<file path="config.mk">
export PLATFORM = sky130hd
export DESIGN_NAME = pong_sprite
export DESIGN_NICKNAME = d
export VERILOG_FILES = /design/src/rtl/pong_sprite.sv
export SDC_FILE = /design/constraint.sdc
export NUM_CORES = 1
export LEC_CHECK = 0
export CAP_MARGIN = 30
export CORE_MARGIN = 2
export CORE_UTILIZATION = 45
export DETAILED_ROUTE_END_ITERATION = 7
export PLACE_DENSITY = 0.69
export SYNTH_ARGS = -nofsm -noshare
export SYNTH_HDL_FRONTEND = slang
export SYNTH_SLANG_ARGS = --single-unit
</file>
<file path="constraint.sdc">
create_clock -name clk -period 4.58 [get_ports clk]
set_input_delay 0.916 -clock clk [delete_from_list [all_inputs] [get_ports clk]]
set_output_delay 0.916 -clock clk [all_outputs]
set_load 0.005 [all_outputs]
</file>
<file path="src/rtl/pong_sprite.sv">
// 16x16 monochrome sprite renderer: holds position and bitmap base, latches one
// bitmap row per scan line and produces a registered per-pixel sprite_on.
module pong_sprite #(
    parameter logic [8:0] SPRITE_MEM_LOC = 9'h0a0,
    parameter int         XLOC_INITIAL   = 0,
    parameter int         YLOC_INITIAL   = 0,
    parameter int         SCALE          = 4
) (
    input  logic        clk,
    input  logic        rst,
    input  logic [15:0] data_in,
    input  logic        x_loc_en,
    input  logic        y_loc_en,
    input  logic        mem_addr_wren,
    input  logic        linebegin,
    input  logic [11:0] h_addr,
    input  logic [10:0] v_addr,
    input  logic        line_en,
    output logic        sprite_on,
    output logic [8:0]  mem_addr
);

    localparam int          SHIFT = $clog2(SCALE);
    localparam logic [12:0] SPAN  = 13'(16 * SCALE);

    logic [11:0] xloc;
    logic [10:0] yloc;
    logic [8:0]  base;
    logic [15:0] fetch;
    logic [15:0] disp;

    logic [11:0] dy;
    logic [11:0] yend;
    logic        vin;
    logic [3:0]  row;
    logic [11:0] dx;
    logic [12:0] xend;
    logic        hin;
    logic [3:0]  col;
    logic        wr_any;

    // Vertical band and row select; sums widened so the band never wraps.
    always_comb begin
        dy       = {1'b0, v_addr} - {1'b0, yloc};
        yend     = {1'b0, yloc} + SPAN[11:0];
        vin      = (v_addr >= yloc) && ({1'b0, v_addr} < yend);
        row      = 4'(dy >> SHIFT);
        mem_addr = base + {5'b0, row};
    end

    // Horizontal band and column select; right-edge sprites clip instead of wrapping.
    always_comb begin
        dx   = h_addr - xloc;
        xend = {1'b0, xloc} + SPAN;
        hin  = (h_addr >= xloc) && ({1'b0, h_addr} < xend);
        col  = 4'(dx >> SHIFT);
    end

    assign wr_any = x_loc_en | y_loc_en | mem_addr_wren;

    // Register writes share data_in, so any of them blocks a row fetch that cycle.
    always_ff @(posedge clk or posedge rst) begin
        if (rst) begin
            xloc  <= 12'(XLOC_INITIAL);
            yloc  <= 11'(YLOC_INITIAL);
            base  <= SPRITE_MEM_LOC & 9'h1f0;
            fetch <= 16'h0000;
        end else begin
            if (x_loc_en)
                xloc <= data_in[11:0];
            if (y_loc_en)
                yloc <= data_in[10:0];
            if (mem_addr_wren)
                base <= {data_in[8:4], 4'h0};
            if (line_en && !wr_any)
                fetch <= vin ? data_in : 16'h0000;
        end
    end

    // Display stage: committed row and registered pixel output.
    always_ff @(posedge clk or posedge rst) begin
        if (rst) begin
            disp      <= 16'h0000;
            sprite_on <= 1'b0;
        end else begin
            if (linebegin)
                disp <= fetch;
            sprite_on <= hin && disp[4'd15 - col];
        end
    end

endmodule

</file>
# After elaboration in Yosys (flattened, before gate mapping)
# Index checks and enable logic that the tools add are counted.
[classes]
add_sub_neg = 6
magnitude_cmp = 5
muxes = 3
bitwise_logic = 2
n_reduce_logical = 5
[ops]
columns = ["cell", "n"]
rows = [
  ["$mux W16", 1],
  ["$add A12 B7 Y13 const B", 1],
  ["$lt A12 B13 Y1", 1],
  ["$add A11 B7 Y12 const B", 1],
  ["$ge A12 B12 Y1", 1],
  ["$lt A11 B12 Y1", 1],
  ["$sub A6 B6 Y6", 2],
  ["$ge A11 B11 Y1", 1],
  ["$add A9 B4 Y9", 1],
  ["$lt A4 B5 Y1 const B", 1],
  ["$bmux W1 S4", 1],
  ["$logic_and A1 B1 Y1", 4],
  ["$sub A4 B4 Y4 const A", 1],
  ["$or A1 B1 Y1", 2],
  ["$logic_not A1 Y1", 1],
  ["$mux W1", 1],
]
[word_totals]
reg_bits = 61
input_bits = 46
output_inout_bits = 10
wordCells = 27

# Depth between registers and ports, before layout
[logic_depth]
ltp_word = 5
mapped_depth = 11
depth_no_buf = 10

# Least setup slack after synthesis
# OpenSTA, ideal clock, no wires.
[synth_path]
path_type = "input -> output"
from = "input v_addr[1]"
to = "output mem_addr[3]"
t_arrival_ns = 2.196
t_required_ns = 3.664
setup_slack_ns = 1.468
path_stages = 8
path_buffers = 0
cell_sequence = "ha_1 -> nor2b_1 -> o21ai_0 -> a21boi_0 -> nor2_1 -> inv_1 -> a21oi_1 -> xnor2_1"
[synth_between]
elab_chain_len = 2
[synth_rtl]
columns = ["element", "line", "rtl"]
rows = [
  ["start, declared", "17", "input logic [10:0] v_addr,"],
  ["$sub A6 B6 Y6", "44", "dy = {1'b0, v_addr} - {1'b0, yloc};"],
  ["$add A9 B4 Y9", "48", "mem_addr = base + {5'b0, row};"],
  ["end, declared", "20", "output logic [8:0] mem_addr"],
]
# No other way between the ends.

# Final worst setup path
# Same ends and word-level chain as after synthesis.

==> impl_metrics.yaml <==
clocking:
  cts_resized: 0
  htree_num_levels: 3
  root_buffer: "clkbuf_8"
  cts_made_buffers: 9
  clock_sinks: 61
  clk_latency_ps: 350
  clk_pin_slew_ps: 80
  cts_buffer_depth: 2
  post_cts.repair.setup_buffers: 0
  holdBufCountCts: 0
  cts_tree: "done"
place:
  globalplace.congestion: 0.864
  port_buffers: 55
  dp_hpwl_um: 6240
  place_inst: 500
  post_dp_cell_area_um2: 4310
synth:
  async_flop_share_pct: 100
  synth_top_family_by_area: "compound AO/OA/AOI/OAI gates"
  syn_nets: 434
  ys_ff_latch: 61
  synth-warning-count: 0
  synth-seq-area-share_pct: 41.9
  synthSimpleGateAreaFrac_pct: 9.29
  synth_compound_area_share_pct: 19.3
  synthMuxAreaShare_pct: 9.22
  synth_adder_area_share_pct: 12.3
  synth_edf_count: 0
  synthCells: 352
  synth_area_um2: 3650
  yosysUniqueCellTypes: 51
  synth_xor_area_share_pct: 3.39
  syn_area_per_cell_um2: 10.4
  synth_flop_cell: "dfrtp_1"
power_and_ir_drop:
  seqPwrFrac_pct: 37.6
  static-leakage-power_nw: 2.12
  peakVddDrop_v: 0.000205
  intPower_mw: 1.27
  p_total_mw: 1.75
  net-switching-power_uw: 487
  sw_frac_of_total_pct: 27.8
  clkPwrFrac_pct: 36.8
  combPwrFrac_pct: 25.5
  power_density_nw_per_um2: 383
die:
  io_pins: 56
  die_x_um: 94.1
  die-area_um2: 8850
  start_util_pct: 46.8
  core_um2: 7810
  die_h_um: 94.1
  rows: 32
critical_path:
  startpoint: "v_addr[1]"
  r2r_slack_ps: 1740
  r2r_cells: 9
  worst-path-max-fanout: 3
  worstReg2RegEnd: "sprite_on"
  crit_path_end_kind: "primary output"
  arrival_ps: 3260
  critPathKind: "in2out"
  r2r-start: "xloc[3]"
  worstSetupStartpointType: "primary input"
  crit_required_ps: 3660
grt:
  antenna_found_initial: 0
  grt_usage_pct: 20.7
  grt_pass1_wl_um: 14000
  grt_max_degree: 32
  grt_overflow: 0
  grt_pass1_vias: 2847
flow_run:
  max_cap_violations: 0
final_layout:
  layout-drive-gt1-share_pct: 12.6
  final_area_um2: 4580
  area_growth_pct: 25.4
  final_nets: 491
  diodes: 0
  final-instance-count-excl-fill: 516
  fin_util_pct: 58.6
route:
  firstDrtPassIters: 4
  drt-total-wl_um: 8270
  vias: 2860
  dr.first_iter.drc_count: 153
  via_per_inst: 5.54
  drt-wirelength-per-cell_um: 16.0
  drc: 0
  ant_nets: 0
sta:
  rsz0062_at_grt: "false"
  finalCritPeriodShare_pct: 91.3
  finalSetupViolations: 0
  min_period_ps: 4180
  final_hold_viol_count: 0
  max_slew_margin_pct: 45.2
  clock_skew_ps: 8.60
  setup_tns_ps: 0
  tightest_slew_ps: 801
  slew_violations: 0
  fmax_ghz: 0.239
min_path:
  min_to: "fetch[6]"
  whs_path_depth: 1
  hold_class: "reg2reg"
  min_from: "fetch[6]"
outcome:
  outcome: "finished, final reports clean"
==> through the flow <==
stage,hold slack (ps),setup WS (ps)
after CTS,507,394
after floorplan,467,1470
after global routing,517,256
after global placement,484,461
after detailed placement,486,403
final,502,399
==> layer usage <==
layer,share of wire [%],track usage (%),vias to the layer above
li1,-,-,1394
met1,47,28.0,1376
met2,46,32.2,78
met3,5.3,5.22,12
met4,1.9,7.73,0
met5,0,0,-
==> sequential cells by signal, summed over array words and instances, names as in the netlist <==
| signal | flops |
|---|---|
| yloc | 11 |
| fetch | 16 |
| base | 5 |
| disp | 16 |
| xloc | 12 |
| sprite_on | 1 |
==> kinds of logic (layout without fill, tap and decap cells) <==
| logic type | after synthesis | count (layout) |
|---|---|---|
| adders and majority gates | 36 | 36 |
| and+or+nand+nor | 71 | 71 |
| DFF | 61 | 61 |
| AOI/OAI and AO/OA | 98 | 98 |
| xor gates and xnor gates | 12 | 12 |
| muxes | 30 | 30 |
| buffers and inverters | 44 | 106 |
==> how the worst max path moves through the flow <==
stage | endpoint | slack [ps] | cells past startpoint
after floorplan | mem_addr[3] | 1470 | 8
after global placement | mem_addr[3] | 460 | 10
after detailed placement | mem_addr[3] | 400 | 10
after CTS | mem_addr[3] | 390 | 10
after global routing | mem_addr[3] | 260 | 10
final | mem_addr[3] | 400 | 10
==> worst max-delay path: stages <==
cell and delay (ps):
clkdlybuf4s50_1 400, ha_1 300, nor2b_1 140, o21ai_0 250, a21boi_0 190, nor2_1 180, inv_1 60, a21oi_1 170
xnor2_1 130, clkdlybuf4s50_1 520
==> power groups by stage <==
stage / Combinational (mW) / Sequential (mW) / Clock [mW]
finish: 0.447 / 0.659 / 0.645
global route: 0.504 / 0.667 / 0.683
CTS: 0.450 / 0.659 / 0.656
detailed placement: 0.446 / 0.669 / 0
global placement: 0.433 / 0.666 / 0
floorplan: 0.303 / 0.653 / 0
==> synth_stat cells (2+ instances only) <==
library cell,instances,area [um^2]
o31a_1,2,17.5
a21oi_1,12,60.1
buf_2,2,10.0
o21a_1,2,15.0
ha_1,36,450
o21ai_0,30,150
clkbuf_1,10,37.5
and2_1,2,12.5
nor3b_1,3,22.5
nand2b_1,3,18.8
nand3_1,8,40.0
a21boi_0,2,15.0
mux2_2,24,270
o2111ai_1,2,17.5
nor2b_1,4,25.0
a22o_1,16,140
nand4_1,4,25.0
dfrtp_1,59,1480
dfstp_2,2,52.6
a211oi_1,2,15.0
a2111oi_0,3,26.3
nor3_1,5,25.0
inv_1,31,116
xnor2_1,11,96.3
o221ai_1,3,26.3
o32a_1,2,20.0
mux2i_1,4,40.0
nor2_1,11,41.3
nand2_1,28,105
a211o_1,3,26.3
a21o_1,6,45.0
==> placed cells by master, fill, tap and decap left out, drive strengths merged, types with 5 or more instances in the layout <==
| master | Yosys | layout |
|---|---|---|
| inv | 31 | 32 |
| a21o | 6 | 6 |
| nand2 | 28 | 28 |
| o21ai | 30 | 30 |
| a21oi | 12 | 12 |
| clkdlybuf4s50 | 0 | 55 |
| xnor2 | 11 | 11 |
| nor3 | 5 | 5 |
| dfrtp | 59 | 59 |
| nand3 | 8 | 8 |
| ha | 36 | 36 |
| nor2 | 11 | 11 |
| mux2 | 26 | 26 |
| a22o | 16 | 16 |
| clkbuf | 10 | 9 |
==> final cells by class <==
cell class / count / area, um^2
clock buffers: 9 / 124
clock inverters: 7 / 146
fillers: 685 / 3230
repair buffers: 59 / 581
inverters: 31 / 116
flip-flops and latches: 61 / 1530
multi-input cells: 247 / 1950
well taps: 102 / 128
Power figures use the tool's default switching activity.
